$ cat src/rtl/mic_pitch_detector.sv
// Pops stereo samples from the audio ADC FIFO, mixes them to mono and measures pitch period and peak
// from hysteresis rising crossings. Optional DC blocker enabled by defining MIC_PITCH_DC_BLOCK_EN.
module mic_pitch_detector #(
    parameter logic [31:0] THRESH     = 32'd10000000,
    parameter logic [15:0] MIN_PERIOD = 16'd8,
    parameter logic [15:0] MAX_PERIOD = 16'd4095
) (
    input  logic        CLOCK_50,
    input  logic        resetn,
    input  logic        audio_in_available,
    input  logic [31:0] left_channel_audio_in,
    input  logic [31:0] right_channel_audio_in,
    output logic        read_audio_in,
    output logic        sample_strobe,
    output logic [15:0] period,
    output logic [31:0] peak,
    output logic        note_valid
);
    typedef enum logic [1:0] {IDLE = 2'd0, READ = 2'd1, WAIT = 2'd2} state_t;

    localparam logic signed [32:0] THR_POS = $signed({1'b0, THRESH});
    localparam logic signed [32:0] THR_NEG = -THR_POS;
    localparam logic [16:0]        CNT_SAT = {1'b0, MAX_PERIOD} + 17'd1;

    state_t             state_reg, state_next;
    logic signed [32:0] sum;
    logic signed [31:0] mono;
    logic signed [31:0] x;
    logic signed [32:0] xw;
    logic [31:0]        mag;
    logic               is_low, is_high, crossing;
    logic [16:0]        cnt_inc;

    logic [15:0]        cnt_reg;
    logic [31:0]        runmax_reg;
    logic               below_reg;
    logic [15:0]        period_reg;
    logic [31:0]        peak_reg;
    logic               note_valid_reg;

    always_ff @(posedge CLOCK_50 or negedge resetn) begin
        if (!resetn) state_reg <= IDLE;
        else         state_reg <= state_next;
    end

    always_comb begin
        state_next    = state_reg;
        read_audio_in = 1'b0;
        sample_strobe = 1'b0;
        case (state_reg)
            IDLE: if (audio_in_available) state_next = READ;
            READ: begin
                read_audio_in = 1'b1;
                state_next    = WAIT;
            end
            WAIT: begin
                sample_strobe = 1'b1;
                state_next    = IDLE;
            end
            default: state_next = IDLE;
        endcase
    end

    // Bits [32:1] of the 33-bit sum are exactly (L+R)>>>1 truncated to 32 bits.
    assign sum  = $signed({left_channel_audio_in[31], left_channel_audio_in})
                + $signed({right_channel_audio_in[31], right_channel_audio_in});
    assign mono = sum[32:1];

`ifdef MIC_PITCH_DC_BLOCK_EN
    logic signed [31:0] acc_reg;

    assign x = mono - acc_reg;

    always_ff @(posedge CLOCK_50 or negedge resetn) begin
        if (!resetn)                 acc_reg <= '0;
        else if (state_reg == READ)  acc_reg <= acc_reg + (x >>> 8);
    end
`else
    assign x = mono;
`endif

    // Magnitude saturates so that -2^31 still fits the unsigned 31-bit range.
    always_comb begin
        mag = x;
        if (x == 32'sh8000_0000) mag = 32'h7FFF_FFFF;
        else if (x < 0)          mag = 32'(-x);
    end

    assign xw       = {x[31], x};
    assign is_low   = (xw < THR_NEG);
    assign is_high  = (xw > THR_POS);
    assign crossing = below_reg && is_high;
    assign cnt_inc  = {1'b0, cnt_reg} + 17'd1;

    // All tracking state advances on the READ edge, so outputs are new during the strobe cycle.
    always_ff @(posedge CLOCK_50 or negedge resetn) begin
        if (!resetn) begin
            cnt_reg        <= '0;
            runmax_reg     <= '0;
            below_reg      <= 1'b0;
            period_reg     <= '0;
            peak_reg       <= '0;
            note_valid_reg <= 1'b0;
        end else if (state_reg == READ) begin
            if (crossing) begin
                period_reg     <= cnt_reg;
                peak_reg       <= runmax_reg;
                note_valid_reg <= (cnt_reg >= MIN_PERIOD);
                cnt_reg        <= 16'd1;
                runmax_reg     <= mag;
                below_reg      <= 1'b0;
            end else begin
                if (is_low)            below_reg  <= 1'b1;
                if (mag > runmax_reg)  runmax_reg <= mag;
                if ({1'b0, cnt_reg} < CNT_SAT) cnt_reg <= cnt_reg + 16'd1;
                if (cnt_inc >= CNT_SAT)        note_valid_reg <= 1'b0;
            end
        end
    end

    assign period     = period_reg;
    assign peak       = peak_reg;
    assign note_valid = note_valid_reg;
endmodule

$ cat config.mk
export PLATFORM = sky130hd
export DESIGN_NAME = mic_pitch_detector
export DESIGN_NICKNAME = d
export VERILOG_FILES = /design/src/rtl/mic_pitch_detector.sv
export SDC_FILE = /design/constraint.sdc
export NUM_CORES = 1
export LEC_CHECK = 0
export CAP_MARGIN = 30
export CORE_UTILIZATION = 30
export DETAILED_ROUTE_END_ITERATION = 16
export GPL_TIMING_DRIVEN = 0
export RECOVER_POWER = 25
export SYNTH_ARGS = -nofsm -noshare
export SYNTH_HDL_FRONTEND = slang
export SYNTH_SLANG_ARGS = --single-unit
$ cat constraint.sdc
create_clock -name CLOCK_50 -period 4.3 [get_ports CLOCK_50]
set_clock_uncertainty 0.15 [all_clocks]
set_input_delay 0.645 -clock CLOCK_50 [delete_from_list [all_inputs] [get_ports CLOCK_50]]
set_output_delay 0.645 -clock CLOCK_50 [all_outputs]
set_load 0.005 [all_outputs]
# [Yosys cells after proc, flatten, opt, wreduce, memory -nomap -nowiden]
# Index checks and enable logic that the tools add are counted.
[op_classes] addsub=4 n_lt_le_gt_ge=7 eq_ne=4 mux=14 reduce_logical=11
[op_table] cell="2-to-1 mux 32 bit" count=4
[op_table] cell="adder 32 x 32 -> 33 bit" count=1
[op_table] cell="equality test 32 bit (second input constant)" count=1
[op_table] cell="> comparator 32 x 25 -> 1 bit (second input constant)" count=1
[op_table] cell="> comparator 32 bit" count=1
[op_table] cell="< comparator 32 x 1 -> 1 bit (second input constant)" count=1
[op_table] cell="< comparator 32 x 25 -> 1 bit (second input constant)" count=1
[op_table] cell="2-to-1 mux 16 bit" count=2
[op_table] cell="negation 32 bit" count=1
[op_table] cell="adder 16 x 1 -> 17 bit (second input constant)" count=1
[op_table] cell=">= comparator 17 x 13 -> 1 bit (second input constant)" count=1
[op_table] cell="adder 16 x 1 -> 16 bit (second input constant)" count=1
[op_table] cell=">= comparator 16 x 4 -> 1 bit (second input constant)" count=1
[op_table] cell="< comparator 16 x 13 -> 1 bit (second input constant)" count=1
[op_table] cell="AND reduction 2 bit" count=5
[op_table] cell="nonzero test 2 bit" count=4
[op_table] cell="2-to-1 mux 1 bit" count=6
[op_table] cell="one-hot mux 2 bit (2 select lines)" count=1
[op_table] cell="equality test 2 x 1 -> 1 bit (second input constant)" count=1
[op_table] cell="equality test 2 bit (second input constant)" count=1
[op_table] cell="logical NOT 2 bit" count=1
[op_table] cell="2-to-1 mux 2 bit" count=1
[op_table] cell="!= test 2 bit (second input constant)" count=1
[op_table] cell="logical AND 1 bit" count=1
[word_totals] reg_bits=100 out_inout_bits=51 wordCells=47

# [Longest topological paths before layout]
# Gate-level depths: netlist (run 1).
[depth] ltp_word=7 ltp_mapped=26 ltp_nobuf=24

# [Least setup slack after synthesis (run 1)]
# OpenSTA, ideal clock, no wires.
[synth_timing] kind="input -> register" from="in left_channel_audio_in[16]" to="reg runmax_reg[1]" arrival_time_ps=5931 setup_slack_ps=-1906 stages=26 n_path_buf=3 path_cell_list="ha_1 > buf_2 > a2111oi_0 > o21ai_0 > o21ai_0 > nand3_1 > xor2_1 > or3_1 > or3_1 > nor3_1 > nand3_1 > buf_2 > nand2_1 > ha_1 > nor2b_1 > o21a_1 > o21a_1 > o21ai_0 > nand2b_1 > a21oi_1 > nor3_1 > or3_1 > a221oi_1 > o22ai_2 > buf_4 > mux2_2"
[synth_between] elab_chain_len=7 word_cells_on_any_way=13 classes_between="add/sub (2); order compare (3); eq/ne (1); mux (4); reduce/logical (3)"
[synth_lines] item="start, declared" line="11" text="input logic [31:0] left_channel_audio_in,"
[synth_lines] item="adder 32 x 32 -> 33 bit *" line="66" text="+ $signed({right_channel_audio_in[31], right_channel_audio_in});"
[synth_lines] item="< comparator 32 x 1 -> 1 bit" line="86" text="else if (x < 0) mag = 32'(-x);"
[synth_lines] item="2-to-1 mux 32 bit" line="86"
[synth_lines] item="2-to-1 mux 32 bit *" line="85" text="if (x == 32'sh8000_0000) mag = 32'h7FFF_FFFF;"
[synth_lines] item="via mag[1]" line="30" text="logic [31:0] mag;"
[synth_lines] item="> comparator 32 bit" line="114" text="if (mag > runmax_reg) runmax_reg <= mag;"
[synth_lines] item="nonzero test 2 bit (no source line)"
[synth_lines] item="AND reduction 2 bit (no source line)"
[synth_lines] item="end signal, assigned" line="110" text="runmax_reg <= mag;"
[synth_lines] item="end signal, assigned" line="114"
[synth_lines] item="end, declared" line="35" text="logic [31:0] runmax_reg;"
# The timed path passes the listed nets; every way through them passes the cells marked *. The select of a mux whose other input is x is not followed.
# A chain may end at the register's enable or synchronous reset.

# [Final worst setup path (run 1)]
[layout_timing] from="in left_channel_audio_in[25]" to="reg runmax_reg[2]"
[layout_between] elab_chain_len=7 word_cells_on_any_way=13 classes_between="add/sub (2); order compare (3); eq/ne (1); mux (4); reduce/logical (3)"
[layout_lines] item="adder 32 x 32 -> 33 bit *" line="66"
[layout_lines] item="negation 32 bit or < comparator 32 x 1 -> 1 bit (tied branches)" line="86"
[layout_lines] item="2-to-1 mux 32 bit" line="86"
[layout_lines] item="2-to-1 mux 32 bit *" line="85"
[layout_lines] item="via mag[26]" line="30"
[layout_lines] item="> comparator 32 bit *" line="114"
[layout_lines] item="nonzero test 2 bit (no source line) *"
[layout_lines] item="AND reduction 2 bit (no source line) *"
# Marks and branches as above.

==> results.md, run 1 <==
- CP bufs+invs: 3
- Grt met3 use: around 1.4%
- Met2 Use GR: around 28%
- CP max-delay cell: clkdlybuf4s50_1
- Gr ovfl total: 0
- Vias: ~7,500
- Worst setup EP type: flop
- Max Slew Vio Count: 42
- Number of global-route vias before repair: between 7,000 and 8,000
- Post-synthesis cell count: between 800 and 900
- Total CTS buffers: 9
- Largest stage delay on the critical path: about 0.46 ns
- Area leader, netlist: dfrtp_1
- Diode count: 0
- Main synth FF type: dfrtp_1
- Reg power frac: 29.9%
- 1st-iter DRT viols: 287
- Max-capacitance violation count: 1
- Detailed-route DRC error count: 0
- Met1 Resource Use GR: a little under a quarter
- Core area: ~26,000 um2
- Worst slew pin tran: between 2 and 2.5 ns
- Simple-gate share of the synthesized area: 18.1%
- Num Clock Sinks: 100
- Number of I/O pins: about 120
- Pwr Total: 5.20 mW
- # port buffers: approximately 120
- Clk pin slew, worst setup/hold paths: roughly 0.070 ns
- Clk buf depth: 2
- DR pass1 iterations: 5
- Number of flops mapped to enable cells by yosys: 0
- Starting density of the core: approximately 30%
- CTS tree: done
- Antenna Violating Nets Remaining: 0
- PwrDens: approximately 460 nW/um2
- Fmax: around 170 MHz
- Leak: 4.89 nW
- Area contributors post-synth: dfrtp_1 32%, ha_1 10%, mux2_2 8.1%
- Commonest non-fill, non-tap cell in the layout: dfrtp_1
- Worst hold path class: flop to flop
- Crit Path Class: input port to flop
- Yosys cell types: 68
- Skew-Pair Late Insertion Delay: around 0.34 ns
- Placer Congestion: 0.862
- Grt peak-use layer: met2
- Fillers: about 2,600
- Nets@finish: between 1,000 and 1,500
- Wire length per cell: roughly 16 um
- Slew headroom: -55.4%
- Multiplexer share of the synthesized area: 11.6%
- Row count: between 50 and 60
- Height of the die: 164 um
- Fraction of the mapped netlist area in adder cells: 10.7%
- Final hold viol count: 0
- Synth Area in Compound Gates: 18.5%
- First-pass GRT wire length: around 36,000 um
- Total GRT Usage: around 17%
- Synth top area share: between 30% and 40%
- Clock network power share: between 10% and 20%
- CP arrival: 5.95 ns
- Largest delay share family, worst path: compound AO/OA/AOI/OAI gates
- H-tree levels: 3
- Violated checks: capacitance limit, slew limit, setup timing
- Synth Area in XOR/XNOR: 5.40%
- Via/cell ratio: roughly 5.2
- Reg-to-Reg Start: runmax_reg[21]
- Unrepaired setup endpoints after global routing: true
- CP Launch Type: input port
- DPL Wire Length: between 15,000 and 20,000 um
- Initial antenna violation count: 0
- Syn Nets: about 1,000
- Most frequent cells in the layout: 100 x dfrtp_1, 89 x nand2_1, 79 x buf_4
- Logic pwr share: around 54%
- Clock Root Buffer: clkbuf_16
- Crit-path max FO: 7
- Min-delay src: state_reg[1]
- Die footprint: around 27,000 um2
- CP startpoint: left_channel_audio_in[25]
- Largest net degree at the start of global routing: 60
- Share of cells above drive strength 1: 30.2%
- Seq/Total Area, Yosys: 31.6%
- Synth warnings: 0
- Fraction of registers with async set/reset: 100%
- Mapped Area: 7920 um2
- Sw Ratio: 37.7%
- Syn_area_per_cell: just under 9 um2
- #FFs+latches synth: 100
- Final Setup Violations: 32
- Min Clock Period, post-route: between 5 and 6 ns
- Setup TNS: -49.84 ns
- Max IR drop VDD: approximately 0.3 mV
- DIE WIDTH: ~160 um
- Syn-to-layout area delta: 44.0%
- Pre-CTS WS: -3.01 ns
- Net Sw Power: between 1.5 and 2 mW
- Routed WL: between 20,000 and 25,000 um
- Fin crit share: 137%
- WP data required: 4.37 ns
- Final worst setup slack: -1.58 ns
- Status: complete, but fails checks
- P_int: 3.24 mW
- Main combinational cell family by area after synthesis: compound AO/OA/AOI/OAI gates
==> synth_stat cells, types with 9 or more instances <==
master	instances
nand2b_1	13
nand3_1	23
nand2_1	101
nor2_1	51
nor4_1	9
mux2_2	57
dfrtp_1	100
nand4_1	17
ha_1	66
a21oi_1	60
a21o_1	14
o21ai_0	40
clkbuf_1	16
mux2_1	22
nor2b_1	13
inv_1	49
o211ai_1	12
xor2_1	26
xnor2_1	21
and3_1	13
a31oi_1	28
nor3_1	17
a211oi_1	10
==> logic make-up after synthesis <==
kind of cell | Yosys count
buf+inv | 78
fa+ha+maj | 67
flops | 100
xor+xnor | 48
mux | 82
simple gates | 292
compound gates | 222
==> layout make-up <==
type | instances | area (um2) | area share, %
Timing Repair Buffer | 196 | 1740 | 15.3
Multi-Input combinational cell | 711 | 6070 | 53.2
Sequential cell | 100 | 2500 | 21.9
Buffer | 22 | 174 | 1.53
Tap cell | 335 | 419 | 3.68
Clock inverter | 6 | 71.3 | 0.625
Clock buffer | 10 | 239 | 2.10
Inverter | 49 | 184 | 1.61
==> per-layer routing <==
layer / part of all wire (%) / wire [um]
met5: 0 / 0
met4: 1.0 / 233
met3: 3.9 / 864
met2: 48 / 10800
met1: 47 / 10500
==> worst paths after layout <==
path                            slack, ns        endpoint  cells after the start
max in group asynchronous            1.82  runmax_reg[30]                      1
worst min-delay path                 0.29    state_reg[0]                      1
worst max register to register       1.10   runmax_reg[2]                     12
min in group asynchronous            0.85       period[6]                      1
worst min register to register       0.29    state_reg[0]                      1
worst max-delay path                -1.58   runmax_reg[2]                     25
==> power by group through the flow <==
stage	combinational [mW]	sequential (mW)	clock (mW)
finish	2.80	1.55	0.844
global route	3.10	1.61	0.898
CTS	2.66	1.56	0.866
detailed placement	2.41	1.58	0
global placement	2.37	1.56	0
floorplan	1.56	1.50	0
==> timing repair <==
action | 4_1_cts | 5_1_grt
pin swaps | 54 | 33
hold buffers | 0 | 0
gates resized for setup | 185 | 89
cloned | 1 | 1
setup endpoints to repair | 98 | 93
buffers inserted | 53 | 23
==> metrics by stage <==
| step | hold WS [ns] | cell area (um2) | instances | utilization (%) |
|---|---|---|---|---|
| final | 0.286 | 11400 | 1429 | 43.9 |
| after global routing | 0.318 | 11400 | 1429 | 43.9 |
| after CTS | 0.156 | 11000 | 1407 | 42.2 |
| after detailed placement | 0.283 | 9670 | 1342 | 37.2 |
| after global placement | 0.273 | 9640 | 1341 | 37.1 |
| after floorplan | 0.199 | 8050 | 889 | - |
Power figures use the tool's default switching activity.
==> run 2, diff against run 1 <==
--- a/config.mk
+++ b/config.mk
@@ -9,7 +9,7 @@
 export CORE_UTILIZATION = 30
 export DETAILED_ROUTE_END_ITERATION = 16
 export GPL_TIMING_DRIVEN = 0
-export RECOVER_POWER = 25
+export REMOVE_ABC_BUFFERS = 1
 export SYNTH_ARGS = -nofsm -noshare
 export SYNTH_HDL_FRONTEND = slang
 export SYNTH_SLANG_ARGS = --single-unit
==> results.md, run 2 (same netlist as run 1, synthesis figures left out) <==
- Status: complete, but fails checks
- Violated checks: setup timing
- Die footprint: 27,100 um2 (unchanged)
- Final cell count without fillers: 1,446 (+1.2%)
- Clk buf depth: 2 (unchanged)
- Row count: 59 (unchanged)
- Starting density of the core: 30.5% (unchanged)
- Gr ovfl total: 0 (unchanged)
- Detailed-route DRC error count: 0 (unchanged)
- Number of I/O pins: 118 (unchanged)
- Most frequent cells in the layout: 100 x dfrtp_1, 88 x nand2_1, 88 x buf_4
- Crit-path max FO: 7 (unchanged)
- Commonest non-fill, non-tap cell in the layout: dfrtp_1
- H-tree levels: 3 (unchanged)
- Height of the die: 164 um (unchanged)
- 1st-iter DRT viols: 404 (+41%)
- Max IR drop VDD: 0.206 mV (-30%)
- Crit Path Class: input port to flop
- Core area: 26,000 um2 (unchanged)
- Placer Congestion: 0.845 (-1.9%)
- Final worst setup slack: -1.59 ns (-0.00890 ns)
- First-pass GRT wire length: 37,700 um (+4.1%)
- Share of cells above drive strength 1: 34.4% (+4.2 points)
- Clk pin slew, worst setup/hold paths: 0.08 ns (about the same)
- DR pass1 iterations: 6 (+1)
- Dpl cells: 1,319 (-1.7%)
- Antenna Violating Nets Remaining: 0 (unchanged)
- Final Setup Violations: 80 (+150%)
- Worst slew pin tran: 0.742 ns (-1.59 ns)
- Pwr Total: 5.43 mW (+4.4%)
- Nets@finish: 1,240 (+1.4%)
- Vias: 7,646 (+2.3%)
- Unrepaired setup endpoints after global routing: true
- Total GRT Usage: 17.4% (+0.82 points)
- DIE WIDTH: 164 um (unchanged)
- Post-route cell area: 12,100 um2 (+5.7%)
- CP arrival: 5.96 ns (about the same)
- Syn-to-layout area delta: 52.2%
- Skew-Pair Late Insertion Delay: 0.34 ns (about the same)
- Slew headroom: 50.5% (+110 points)
- # port buffers: 117 (unchanged)
- Initial antenna violation count: 0 (unchanged)
- CP Launch Type: input port
- DPL Wire Length: 15,900 um (-4.2%)
- Worst setup EP type: flop
- Num Clock Sinks: 100 (unchanged)
- Fmax: 170 MHz (-0.15%)
- Largest net degree at the start of global routing: 56 (-6.7%)
- Max Slew Vio Count: 0 (-100%)
- Placed Area: 9510 um2 (-1.6%)
- Min Clock Period, post-route: 5.89 ns (+0.00890 ns)
- Total CTS buffers: 9 (unchanged)
- Fillers: 2,463 (-3.6%)
- Wire length per cell: 16.7 um (+6.9%)
- Clock Root Buffer: clkbuf_16
- Fin crit share: 137% (+0.21 points)
- Leak: 5.09 nW (+4.2%)
- Max-capacitance violation count: 0 (-1)
- WP data required: 4.37 ns (about the same)
- Number of global-route vias before repair: 7,461 (+4.1%)
- Worst hold path class: input port to asynchronous set/reset pin
- Final hold viol count: 0 (unchanged)
- Via/cell ratio: 5.29 (+1.1%)
- Routed WL: 24,200 um (+8.2%)
- CTS tree: done
- PwrDens: 450 nW/um2 (-1.2%)
- Diode count: 0 (unchanged)
run 2: layout make-up:
cell class / count / area (um2) / share of cell area [%]
Tap cell: 335 / 419 / 3.48
Multi-Input combinational cell: 714 / 6360 / 52.8
Clock inverter: 7 / 80.1 / 0.664
Inverter: 49 / 184 / 1.53
Sequential cell: 100 / 2500 / 20.8
Clock buffer: 9 / 225 / 1.87
Timing Repair Buffer: 232 / 2280 / 18.9
run 2: critical path, stage by stage:
cell           delay (ns)
dlygate4sd2_1        0.26
ha_4                 0.27
o21ai_2              0.15
o211ai_1             0.16
a221oi_2             0.37
nor2b_2              0.22
a211oi_2             0.08
or3_4                0.34
or3_4                0.38
nor3_4               0.24
nand3_4              0.20
nand2_4              0.13
ha_4                 0.20
nor2b_1              0.12
o21a_1               0.16
o21a_1               0.16
o21ai_1              0.11
nand2b_1             0.08
a21oi_2              0.16
nor3_1               0.06
or3_4                0.41
a221oi_4             0.31
o22ai_4              0.13
buf_6                0.16
buf_16               0.14
mux2_4               0.29
run 2: final timing paths:
check                                 end  depth (start not counted)                      start  slack (ns)
setup reg to reg           runmax_reg[17]                         15              runmax_reg[1]        1.01
max in group asynchronous       period[2]                          2                     resetn        3.09
setup / recovery           runmax_reg[17]                         26  left_channel_audio_in[11]       -1.59
hold / removal                  period[8]                          1                     resetn        0.22
hold reg to reg              state_reg[0]                          1               state_reg[1]        0.28
min in group CLOCK_50        state_reg[0]                          1               state_reg[1]        0.28
run 2: layer usage:
layer  global-route usage, %  vias up  wire, um  share of wire, %
met3                    1.78       35       919               3.8
met1                    22.5     3666     10900                45
met5                       0        -         0                 0
met2                    30.5      242     11900                49
li1                        -     3703         -                 -
met4                    4.84        0       466               1.9
run 2: stage by stage:
step / setup TNS [ns] / hold slack (ns) / setup slack [ns] / util, %
after detailed placement: -188.29 / 0.277 / -3.86 / 36.6
after global routing: -65.73 / 0.277 / -1.78 / 46.4
final: -54.75 / 0.216 / -1.59 / 46.4
after global placement: -431.74 / 0.274 / -4.29 / 36.1
after floorplan: -120.95 / 0.199 / -2.45 / -
after CTS: -50.54 / 0.236 / -1.56 / 44.1
run 2: repair_timing:
item / CTS / global route
hold buffers: 0 / 0
buffers inserted: 75 / 30
pin swaps: 79 / 57
cloned: 8 / 2
hold endpoints to repair: 0 / 0
gates resized for setup: 251 / 103
endpoints found under the setup margin: 98 / 98
run 2: power breakdown:
group          switching [mW]  internal (mW)  total [mW]  leakage, nW
registers               0.248           1.30        1.54         1.25
logic                    1.42           1.64        3.06         3.70
clock network           0.412          0.414       0.826        0.145
